<file path="src/rtl/sound_cmd_sequencer.sv">
// Sound command sequencer: captures CPU writes to the sound latch, applies
// them on the 3 MHz enable, decodes them per game mode into the analog
// datapath controls and fades the master gain on global enable/disable.
module sound_cmd_sequencer #(
    parameter int unsigned GAIN_W    = 8,
    parameter int unsigned RAMP_STEP = 4
) (
    input  logic              clk,
    input  logic              rst,
    input  logic              clk_3MHz_en,
    input  logic              clk_12KHz_en,
    input  logic              mod_redbaron,
    input  logic              wr_en,
    input  logic [7:0]        wr_data,
    output logic              sound_enable,
    output logic              motor_en,
    output logic              engine_rev_en,
    output logic              shell_ls,
    output logic              shell_en,
    output logic              explo_ls,
    output logic              explo_en,
    output logic [3:0]        crsh,
    output logic              shell_trig,
    output logic              explo_trig,
    output logic [GAIN_W-1:0] master_gain
);

    localparam int unsigned       SUM_W    = GAIN_W + 1;
    localparam logic [GAIN_W-1:0] GAIN_MAX = '1;
    localparam logic [SUM_W-1:0]  STEP_EXT = SUM_W'(RAMP_STEP);

    typedef enum logic [1:0] {
        MUTED     = 2'd0,
        RAMP_UP   = 2'd1,
        ACTIVE    = 2'd2,
        RAMP_DOWN = 2'd3
    } fade_state_t;

    fade_state_t       state, state_nxt;
    logic [GAIN_W-1:0] gain_nxt;
    logic [SUM_W-1:0]  gain_up, gain_dn;
    logic [7:0]        pend_data, latch, latch_nxt;
    logic              pend_valid, mode_q, mode_nxt;
    logic              apply, mode_chg, req, gate_nxt;
    logic              motor_nxt, rev_nxt, shell_ls_nxt, shell_nxt;
    logic              explo_ls_nxt, explo_nxt;
    logic [3:0]        crsh_nxt;
    logic              unused_b6;

    // Bit 6 has no function in either game mode.
    assign unused_b6 = latch[6];

    assign mode_chg = clk_3MHz_en && (mod_redbaron != mode_q);
    assign apply    = clk_3MHz_en && pend_valid;
    assign req      = latch[5];
    assign gain_up  = {1'b0, master_gain} + STEP_EXT;
    assign gain_dn  = {1'b0, master_gain} - STEP_EXT;
    assign mode_nxt = clk_3MHz_en ? mod_redbaron : mode_q;
    assign gate_nxt = (state_nxt != MUTED);

    // Latch update: mode change acts as a soft clear, otherwise apply pending.
    always_comb begin
        latch_nxt = latch;
        if (mode_chg) begin
            latch_nxt = 8'h00;
        end else if (apply) begin
            latch_nxt = pend_data;
        end
    end

    // Pending write buffer, applied latch and detected game mode.
    always_ff @(posedge clk or posedge rst) begin
        if (rst) begin
            pend_data  <= 8'h00;
            pend_valid <= 1'b0;
            latch      <= 8'h00;
            mode_q     <= 1'b0;
        end else begin
            latch  <= latch_nxt;
            mode_q <= mode_nxt;
            if (mode_chg) begin
                pend_data  <= 8'h00;
                pend_valid <= 1'b0;
            end else if (wr_en) begin
                pend_data  <= wr_data;
                pend_valid <= 1'b1;
            end else if (apply) begin
                pend_valid <= 1'b0;
            end
        end
    end

    // Fade FSM next state and gain, stepping only on 12 kHz ticks.
    always_comb begin
        state_nxt = state;
        gain_nxt  = master_gain;
        if (clk_12KHz_en) begin
            unique case (state)
                MUTED: begin
                    gain_nxt = '0;
                    if (req) state_nxt = RAMP_UP;
                end
                RAMP_UP: begin
                    if (!req) begin
                        state_nxt = RAMP_DOWN;
                    end else if (gain_up >= {1'b0, GAIN_MAX}) begin
                        gain_nxt  = GAIN_MAX;
                        state_nxt = ACTIVE;
                    end else begin
                        gain_nxt = gain_up[GAIN_W-1:0];
                    end
                end
                ACTIVE: begin
                    gain_nxt = GAIN_MAX;
                    if (!req) state_nxt = RAMP_DOWN;
                end
                RAMP_DOWN: begin
                    if (req) begin
                        state_nxt = RAMP_UP;
                    end else if ({1'b0, master_gain} <= STEP_EXT) begin
                        gain_nxt  = '0;
                        state_nxt = MUTED;
                    end else begin
                        gain_nxt = gain_dn[GAIN_W-1:0];
                    end
                end
                default: begin
                    gain_nxt  = '0;
                    state_nxt = MUTED;
                end
            endcase
        end
        if (mode_chg) begin
            state_nxt = MUTED;
            gain_nxt  = '0;
        end
    end

    // Fade FSM state and gain registers.
    always_ff @(posedge clk or posedge rst) begin
        if (rst) begin
            state       <= MUTED;
            master_gain <= '0;
        end else begin
            state       <= state_nxt;
            master_gain <= gain_nxt;
        end
    end

    // Mode-dependent decode of the next latch value, gated while muted.
    always_comb begin
        motor_nxt    = 1'b0;
        rev_nxt      = 1'b0;
        shell_ls_nxt = 1'b0;
        shell_nxt    = 1'b0;
        explo_ls_nxt = 1'b0;
        explo_nxt    = 1'b0;
        crsh_nxt     = 4'h0;
        if (!mode_nxt) begin
            motor_nxt    = gate_nxt & latch_nxt[7];
            rev_nxt      = latch_nxt[4];
            shell_ls_nxt = latch_nxt[2];
            shell_nxt    = gate_nxt & latch_nxt[3];
            explo_ls_nxt = latch_nxt[0];
            explo_nxt    = gate_nxt & latch_nxt[1];
        end else begin
            shell_nxt = gate_nxt & latch_nxt[4];
            crsh_nxt  = gate_nxt ? latch_nxt[3:0] : 4'h0;
        end
    end

    // Registered datapath controls and rising-edge retrigger pulses.
    always_ff @(posedge clk or posedge rst) begin
        if (rst) begin
            sound_enable  <= 1'b0;
            motor_en      <= 1'b0;
            engine_rev_en <= 1'b0;
            shell_ls      <= 1'b0;
            shell_en      <= 1'b0;
            explo_ls      <= 1'b0;
            explo_en      <= 1'b0;
            crsh          <= 4'h0;
            shell_trig    <= 1'b0;
            explo_trig    <= 1'b0;
        end else begin
            sound_enable  <= gate_nxt;
            motor_en      <= motor_nxt;
            engine_rev_en <= rev_nxt;
            shell_ls      <= shell_ls_nxt;
            shell_en      <= shell_nxt;
            explo_ls      <= explo_ls_nxt;
            explo_en      <= explo_nxt;
            crsh          <= crsh_nxt;
            shell_trig    <= shell_nxt & ~shell_en;
            explo_trig    <= explo_nxt & ~explo_en;
        end
    end

endmodule
</file>
<file path="config.mk">
export PLATFORM = sky130hd
export DESIGN_NAME = sound_cmd_sequencer
export DESIGN_NICKNAME = d
export VERILOG_FILES = /design/src/rtl/sound_cmd_sequencer.sv
export SDC_FILE = /design/constraint.sdc
export NUM_CORES = 1
export LEC_CHECK = 0
export CORE_ASPECT_RATIO = 0.9
export CORE_MARGIN = 2
export CORE_UTILIZATION = 25
export CTS_BUF_LIST = sky130_fd_sc_hd__clkbuf_8 sky130_fd_sc_hd__clkbuf_16
export DETAILED_ROUTE_END_ITERATION = 8
export PLACE_DENSITY = 0.53
export SYNTH_ARGS = -nofsm -noshare
export SYNTH_HDL_FRONTEND = slang
export SYNTH_SLANG_ARGS = --single-unit
</file>
<file path="constraint.sdc">
create_clock -name clk -period 2.13 [get_ports clk]
set_input_delay 0.3195 -clock clk [delete_from_list [all_inputs] [get_ports clk]]
set_output_delay 0.3195 -clock clk [all_outputs]
set_load 0.03 [all_outputs]
</file>
Word level (Yosys, flattened, before mapping)
Index checks and enable logic that the tools add are counted.
W data, S select, Z words.
{"block": "op_classes", "bitwise_logic": 8, "n_addsub": 2, "magnitude_cmp": 2, "eq_ne": 6, "reduce_logical": 9, "mux": 32}
{"operator": "$mux W8", "n": 10}
{"operator": "$pmux W8 S4", "n": 1}
{"operator": "$mux W2", "n": 8}
{"operator": "$mux W1", "n": 10}
{"operator": "$add A8 B3 Y9 const B", "n": 1}
{"operator": "$ge A9 B8 Y1 const B", "n": 1}
{"operator": "$le A8 B3 Y1 const B", "n": 1}
{"operator": "$mux W4", "n": 2}
{"operator": "$pmux W2 S4", "n": 1}
{"operator": "$reduce_bool A2 Y1", "n": 4}
{"operator": "$sub A8 B3 Y8 const B", "n": 1}
{"operator": "$and A1 B1 Y1", "n": 6}
{"operator": "$ne A3 B3 Y1 const B", "n": 2}
{"operator": "$eq A2 B2 Y1 const B", "n": 2}
{"operator": "$reduce_and A3 Y1", "n": 1}
{"operator": "$reduce_bool A3 Y1", "n": 1}
{"operator": "$eq A2 B1 Y1 const B", "n": 1}
{"operator": "$logic_and A1 B1 Y1", "n": 2}
{"operator": "$logic_not A2 Y1", "n": 1}
{"operator": "$not A1 Y1", "n": 2}
{"operator": "$ne A1 B1 Y1", "n": 1}
{"block": "word_totals", "register_bits": 40, "output_inout_bits": 21, "in_bits": 14}

Depth between registers and ports, before layout
Gate-level depths: netlist of run 1.
{"block": "depth", "word_depth": 11, "mapped_depth": 9}

Least setup slack after synthesis of run 1
Ideal clock, no wire load.
{"block": "synth_timing", "path_type": "register to register", "startpoint": "register master_gain[2]", "endpoint": "register motor_en", "path_stages_with_launch": 9, "setup_ns": 0.135, "arrival_ns": 2.390, "setup_slack_ns": -0.394, "path_cell_list": "dfrtp_1 > inv_1 > ha_1 > nor2b_1 > o2111ai_1 > a211oi_2 > or4_4 > a221oi_4 > nor3b_1"}
{"block": "synth_via", "elab_chain_len": 10, "elab_cells_between_ends": 13}
{"element": "from (decl)", "line_no": "25", "text": "output logic [GAIN_W-1:0] master_gain"}
{"element": "from (signal assigned)", "line_no": "146", "text": "master_gain <= gain_nxt;"}
{"element": "$add A8 B3 Y9", "line_no": "56", "text": "assign gain_up = {1'b0, master_gain} + STEP_EXT;"}
{"element": "$ge A9 B8 Y1", "line_no": "106", "text": "end else if (gain_up >= {1'b0, GAIN_MAX}) begin"}
{"element": "$mux W2", "line_no": "106"}
{"element": "$mux W2", "line_no": "104", "text": "if (!req) begin"}
{"element": "$pmux W2 S4 *", "line_no": "98", "text": "unique case (state)"}
{"element": "$mux W2 *", "line_no": "97", "text": "if (clk_12KHz_en) begin"}
{"element": "$mux W2 *", "line_no": "133", "text": "if (mode_chg) begin"}
{"element": "$reduce_bool A2 Y1 *", "line_no": "59", "text": "assign gate_nxt = (state_nxt != MUTED);"}
{"element": "$and A1 B1 Y1 *", "line_no": "160", "text": "motor_nxt = gate_nxt & latch_nxt[7];"}
{"element": "$mux W1 *", "line_no": "159", "text": "if (!mode_nxt) begin"}
{"element": "via motor_nxt", "line_no": "45", "text": "logic motor_nxt, rev_nxt, shell_ls_nxt, shell_nxt;"}
{"element": "to (signal assigned)", "line_no": "187", "text": "motor_en <= motor_nxt;"}
{"element": "to (decl)", "line_no": "16", "text": "output logic motor_en,"}
Mark *: on every way through the listed nets, which the timed path passes. The rest lies on a longest branch.
A chain may end at the register's enable or synchronous reset.

Worst setup path after layout of run 1
{"block": "layout_timing", "startpoint": "register master_gain[2]", "endpoint": "register crsh[0]"}
{"block": "layout_via", "elab_chain_len": 10, "elab_cells_between_ends": 13}
{"element": "$add A8 B3 Y9", "line_no": "56"}
{"element": "$ge A9 B8 Y1", "line_no": "106"}
{"element": "$mux W2", "line_no": "106"}
{"element": "$mux W2", "line_no": "104"}
{"element": "$pmux W2 S4 *", "line_no": "98"}
{"element": "$mux W2 *", "line_no": "97"}
{"element": "$mux W2 *", "line_no": "133"}
{"element": "$reduce_bool A2 Y1 *", "line_no": "59"}
{"element": "$mux W4 *", "line_no": "168", "text": "crsh_nxt = gate_nxt ? latch_nxt[3:0] : 4'h0;"}
{"element": "$mux W4 *", "line_no": "159"}
{"element": "via crsh_nxt[0]", "line_no": "47", "text": "logic [3:0] crsh_nxt;"}
{"element": "to (signal assigned)", "line_no": "193", "text": "crsh <= crsh_nxt;"}
{"element": "to (decl)", "line_no": "22", "text": "output logic [3:0] crsh,"}
Marks and branches as above.

==> flow_metrics.tcl, run 1 <==
set metrics [dict create \
    status "finished, violations left" \
    violations "negative setup slack" \
    cp_slowest_cell "sky130_fd_sc_hd__or4_4" \
    seq_power_share_pct 30.3 \
    vias_in_the_first_global_route 1746 \
    grt_setup_unrepaired "true" \
    power.combinational.fraction_pct 47.8 \
    drt_pre_antenna_iters 4 \
    vdd.ir_drop.worst_mv 0.381 \
    postSynthCellCount 218 \
    holdPathStages 1 \
    cts-buffers-inserted 5 \
    grt_start_max_net_pins 39 \
    slew_headroom_pct 66.4 \
    synth-warning-count 0 \
    die_width_um 99.6 \
    final_ant_viol_nets 0 \
    clkPwrFrac_pct 21.9 \
    drt_first_iter_violations 77 \
    design.final.nets 300 \
    post-layout-total-power_mw 3.39 \
    grt_antenna_before_repair 0 \
    number_of_synthesized_register_bits 38 \
    worstMarginPinSlew_ns 0.503 \
    layout_commonest_cell "sky130_fd_sc_hd__buf_4" \
    clock_sinks 38 \
    die_area_um2 8960 \
    dp_hpwl_mm 3.73 \
    post-route-worst-setup-slack_ns -0.0617 \
    global_route_wire_length_before_repair_mm 8.51 \
    core.rowCount 31 \
    timing.critical_path.slowest_cell_delay_ns 0.47 \
    cp_data_arrival_time_ns 2.38 \
    cts_htree_levels 2 \
    postLayoutCoreUtil_pct 36.7 \
    grtUsageTotal_pct 12.0 \
    final_min_period_over_clock_period_pct 103 \
    worstPathMaxFanout 6 \
    pre_cts_ws_ns -0.117 \
    leakage_nw 1.29 \
    setup_violations 7 \
    floorplan.io_pins 35 \
    clock_tree_from_tritoncts "yes" \
    overall_overflow_remaining_after_global_route 0 \
    route.final.wire_length_mm 5.07 \
    insertedDiodeCount 0 \
    fp.coreArea_um2 8030 \
    route.detailed.vias_per_inst 4.65 \
    multi_input_comb_area_um2 1060 \
    timing_worst_setup_path_type "register to register" \
    crit_required_ns 2.32 \
    crit_path_end_kind "register" \
    ys_types 49 \
    seqCellArea_um2 953 \
    initial_utilization_pct 25.6 \
    syn-mean-instance-area_um2 9.42 \
    cell_internal_pwr_mw 2.12 \
    die_height_um 90 \
    final_wtd_congestion 0.860 \
    timing.hold.worst.class "register to register" \
    timing_hold_violations_final 0 \
    timing.hold.ws_ns 0.432 \
    synth_sequential_area_ratio_pct 46.3 \
    rr_worst_depth 9 \
    clock_latency_ns 0.29 \
    netSwitchingFraction_pct 37.4 \
    drc 0 \
    layout_common_cells "38 x sky130_fd_sc_hd__buf_4, 36 x sky130_fd_sc_hd__dfrtp_1, 33 x sky130_fd_sc_hd__clkdlybuf4s50_1" \
    final_layout_size_suffix_gt1_share_pct 24.0 \
    layout_min_cycle_time_ns 2.19 \
    syn_nets 236 \
    clk_root_buffer_cell "sky130_fd_sc_hd__clkbuf_8" \
    cts_buffer_depth 2 \
    p_switching_mw 1.27 \
    start_kind "register" \
    power-per-cell-area_nw_per_um2 1150 \
    max-cap-violations 0 \
    critical_path.cell_chain "inv_2, ha_4, nor2b_4, o2111ai_4, a211oi_4, or4_4, a221oi_4, buf_6, nor2_1" \
    port_buffers 33 \
    wl_per_cell_um 13.3 \
    syn_area_um2 2050 \
    num_vias 1778 \
    layout-area-overhead-vs-synth_pct 43.3 \
    drv_slew 0 \
    timing.fmax_ghz 0.456 \
    num-fill-cells 810 \
    path_clk_slew_ns 0.08 \
    skew_final_ns 0.00936 \
]
-- power by group through the flow --
| stage | Sequential (mW) | Combinational, mW | Clock [mW] |
|---|---|---|---|
| after global routing | 1.05 | 1.78 | 0.798 |
| after floorplan | 1.10 | 0.833 | 0 |
| after detailed placement | 1.04 | 1.49 | 0 |
| after global placement | 1.03 | 1.48 | 0 |
| final | 1.03 | 1.62 | 0.740 |
| after CTS | 1.02 | 1.58 | 0.767 |
-- stage by stage --
step,instance area [um2],TNS [ns],instances
global route,2940,-1.14,382
detailed placement,2720,-0.697,370
CTS,2900,-0.315,381
global placement,2720,-0.595,370
floorplan,2080,-0.605,218
finish,2940,-0.373,382
-- synthesized netlist by cell type (all sizes together) --
library cell	number	area share [%]
a31oi	3	0.91
xor2	4	1.7
nor3	6	1.5
nor2	21	3.8
inv	10	1.8
o31ai	1	0.37
o2111a	1	0.55
nand3b	1	0.37
mux2i	9	4.4
o211ai	1	0.37
nor2b	3	0.91
nand2	18	3.3
clkbuf	10	1.8
or4	1	0.55
nand2b	6	1.8
dfrtp	38	46
a22o	2	0.85
o2111ai	1	0.43
a211o	1	0.43
nor4	3	1.2
buf	5	1.5
a221oi	3	2.1
and2	5	1.5
or3	1	0.55
o21ai	10	2.4
xnor2	3	1.3
a21oi	20	5.1
and3	3	1.2
a311oi	1	0.43
or2	3	0.91
nand3	9	2.2
nor3b	2	0.73
or4b	1	0.49
ha	4	2.4
o2bb2ai	1	0.43
a211oi	3	1.6
a41o	1	0.49
o21a	1	0.37
a21o	1	0.37
mux2	1	0.55
-- flip-flops by register name (all words and copies together) (netlist names), 2 cells and up --
| register | flops |
|---|---|
| latch | 7 |
| master_gain | 7 |
| pend_data | 7 |
| crsh | 4 |
| state | 2 |
-- critical path: cells and delay by family, from the launching register on --
family                   cells  cell delay [ns]
flip-flops                   1             0.44
AO/OA/AOI/OAI                3             0.53
buffers and inverters        2             0.25
adder cells (fa/ha/maj)      1             0.20
AND/OR/NAND/NOR              3             0.65
-- logic make-up (layout without fill, tap and decap cells) --
| group | after synthesis | after routing | share of synthesized area (%) |
|---|---|---|---|
| adders and majority gates | 4 | 4 | 2.44 |
| xor gates and xnor gates | 7 | 7 | 2.98 |
| DFF | 38 | 38 | 46.3 |
| buffers and inverters | 25 | 90 | 5.18 |
| muxes | 10 | 10 | 4.93 |
| AOI/OAI and AO/OA | 51 | 51 | 17.2 |
| and+or+nand+nor | 83 | 83 | 21.0 |
-- final timing paths --
kind                                start              to  slack, ns
setup / recovery           master_gain[2]         crsh[0]      -0.06
hold / removal                   explo_en      explo_trig       0.43
setup reg to reg           master_gain[2]         crsh[0]      -0.06
hold reg to reg                  explo_en      explo_trig       0.43
max in group asynchronous             rst  master_gain[3]       1.33
min in group asynchronous             rst  master_gain[6]       0.44
-- final cells by class --
cell class / instances / area share (%)
Clock buffer: 5 / 2.34
Multi-Input combinational cell: 155 / 36.2
Sequential cell: 38 / 32.4
Tap cell: 99 / 4.21
Timing Repair Buffer: 72 / 21.3
Inverter: 10 / 1.27
Clock inverter: 3 / 2.34
-- metal layers --
layer | up-vias | part of all wire, % | GRT usage (%)
met2 | 34 | 47 | 18.7
met5 | - | 0 | 0
met1 | 861 | 48 | 16.2
met4 | 0 | 0.43 | 2.74
met3 | 2 | 4.2 | 3.73
li1 | 881 | - | -
-- timing repair --
| item | 4_1_cts | 5_1_grt |
|---|---|---|
| gates resized for setup | 6 | 4 |
| pin swaps | 2 | 2 |
| setup endpoints to repair | 7 | 11 |
| hold buffers | 0 | 0 |
| setup buffers | 3 | 1 |
No activity file was read; power rests on OpenSTA's default activity.
==> inputs of run 2 (changes only) <==
ABC_CLOCK_PERIOD_IN_PS = 2000   (was not set)
clock period = 2 ns   (was 2.13 ns; I/O delays follow)
==> flow_metrics.tcl, run 2 (synthesis gave the netlist of run 1 again) <==
set metrics [dict create \
    layout-area-overhead-vs-synth_pct 52.9 \
    vdd.ir_drop.worst_mv 0.444 \
    worstMarginPinSlew_ns 0.496 \
    timing.critical_path.from "master_gain[2]" \
    skew_final_ns 0.0155 \
    power.combinational.fraction_pct 51.6 \
    route.detailed.vias_per_inst 4.61 \
    crit_cells 9 \
    die_width_um 99.6 \
    globalRouteMet1Util_pct 18.1 \
    wl_per_cell_um 13.7 \
    clock_latency_ns 0.30 \
    busiest_layer "met2" \
    status "finished, violations left" \
    grt_start_max_net_pins 39 \
    core.rowCount 31 \
    worstPathMaxFanout 3 \
    cp_data_arrival_time_ns 2.40 \
    post-route-worst-setup-slack_ns -0.207 \
    vias_in_the_first_global_route 1795 \
    postLayoutCoreUtil_pct 39.1 \
    route.final.wire_length_mm 5.42 \
    clk_root_buffer_cell "sky130_fd_sc_hd__clkbuf_8" \
    cell_internal_pwr_mw 2.40 \
    cts_buffer_depth 2 \
    cts_htree_levels 2 \
    critical_path.cell_chain "ha_2, xor2_2, o2111ai_4, buf_4, a211o_1, a41o_1, a21oi_4, inv_2, and2_1" \
    final_wtd_congestion 0.823 \
    timing_hold_violations_final 0 \
    crit_path_end_kind "register" \
    floorplan.io_pins 35 \
    crit_required_ns 2.19 \
    port_buffers 33 \
    overall_overflow_remaining_after_global_route 0 \
    grt_antenna_before_repair 0 \
    initial_utilization_pct 25.6 \
    drt_pre_antenna_iters 5 \
    layout_common_cells "49 x sky130_fd_sc_hd__buf_4, 35 x sky130_fd_sc_hd__dfrtp_1, 33 x sky130_fd_sc_hd__clkdlybuf4s50_1" \
    layout_min_cycle_time_ns 2.21 \
    insertedDiodeCount 0 \
    final_layout_size_suffix_gt1_share_pct 32.0 \
    violations "negative setup slack" \
    drt_first_iter_violations 65 \
    grt_setup_unrepaired "true" \
    top_regs "latch: 7 flops, master_gain: 7 flops, pend_data: 7 flops" \
    pre_cts_ws_ns -0.272 \
    path_clk_slew_ns 0.09 \
    grtUsageMet3_pct 2.80 \
    setup_violations 11 \
    final_min_period_over_clock_period_pct 110 \
    num_vias 1827 \
    leakage_nw 1.37 \
    global_route_wire_length_before_repair_mm 9.09 \
    clock_tree_from_tritoncts "yes" \
    cp_top_family "compound AO/OA/AOI/OAI gates" \
    drc 0 \
    die_area_um2 8960 \
    final_ant_viol_nets 0 \
    timing.hold.ws_ns 0.413 \
    timing.critical_path.buf_inv 2 \
    finalSetupTns_ns -1.70 \
    cts-buffers-inserted 5 \
    grtUsageTotal_pct 12.5 \
    critPathCapture "shell_en" \
    worstReg2RegStart "master_gain[2]" \
    timing_worst_setup_path_type "register to register" \
    timing.critical_path.slowest_cell_delay_ns 0.44 \
    regToRegEndpoint "shell_en" \
    post-layout-total-power_mw 3.90 \
    power-per-cell-area_nw_per_um2 1240 \
    timing.fmax_ghz 0.453 \
    die_height_um 90 \
    max-cap-violations 0 \
    cp_slowest_cell "sky130_fd_sc_hd__dfrtp_2" \
    start_kind "register" \
    r2r_setup_slack_ns -0.21 \
    layout_commonest_cell "sky130_fd_sc_hd__buf_4" \
    rr_worst_depth 9 \
    cts_hold_buf 0 \
    clock_sinks 38 \
    netSwitchingFraction_pct 38.4 \
    p_switching_mw 1.50 \
    fp.coreArea_um2 8030 \
    drv_slew 0 \
    clkPwrFrac_pct 20.7 \
    slew_headroom_pct 66.9 \
    globalRouteMet2Util_pct 19.1 \
    seq_power_share_pct 27.7 \
    design.final.nets 314 \
    dp_hpwl_mm 3.90 \
    timing.hold.worst.class "input pin to asynchronous set/reset pin" \
]
## run 2: cell type report
type	instances	area, um2
Sequential cell	38	955
Tap cell	99	124
Fill cell	775	4890
Multi-Input combinational cell	155	1140
Clock buffer	5	68.8
Clock inverter	3	68.8
Inverter	10	37.5
Timing Repair Buffer	86	743
## run 2: worst min path at each step
stage               startpoint        endpoint  slack, ns  cells past startpoint
floorplan           wr_data[0]    pend_data[0]       0.46                      2
global placement      explo_en      explo_trig       0.42                      1
detailed placement    explo_en      explo_trig       0.43                      1
CTS                        rst  master_gain[6]       0.44                      3
global route          explo_en      explo_trig       0.46                      1
finish                     rst  master_gain[6]       0.41                      3
## run 2: power groups by stage
stage,Combinational (mW),Clock (mW),Sequential (mW)
final,2.01,0.807,1.08
after CTS,1.82,0.820,1.07
after detailed placement,1.69,0,1.08
after global routing,2.20,0.862,1.10
after floorplan,0.888,0,1.17
after global placement,1.69,0,1.07
## run 2: layer usage
layer | share of wire (%) | vias up
met5 | 0 | -
met4 | 0.96 | 0
met3 | 3.9 | 7
met2 | 47 | 41
met1 | 48 | 864
li1 | - | 915
## run 2: worst reg2reg max path, stage by stage, from the launching register on
cell and delay [ns]:
sky130_fd_sc_hd__dfrtp_2 0.44, sky130_fd_sc_hd__ha_2 0.22, sky130_fd_sc_hd__xor2_2 0.20, sky130_fd_sc_hd__o2111ai_4 0.16
sky130_fd_sc_hd__buf_4 0.17, sky130_fd_sc_hd__a211o_1 0.29, sky130_fd_sc_hd__a41o_1 0.27, sky130_fd_sc_hd__a21oi_4 0.17
sky130_fd_sc_hd__inv_2 0.05, sky130_fd_sc_hd__and2_1 0.13
## run 2: per-stage QoR
step           instances  cell area, um2
6_report             396            3140
5_1_grt              396            3140
4_1_cts              394            3050
3_5_place_dp         380            2800
3_3_place_gp         380            2800
2_1_floorplan        218            2080
## run 2: what timing repair did
action,4_1_cts,5_1_grt
setup endpoints to repair,11,17
buffers inserted,6,3
resized for setup,15,20
endpoints found under the hold margin,0,0
pin swaps,8,13
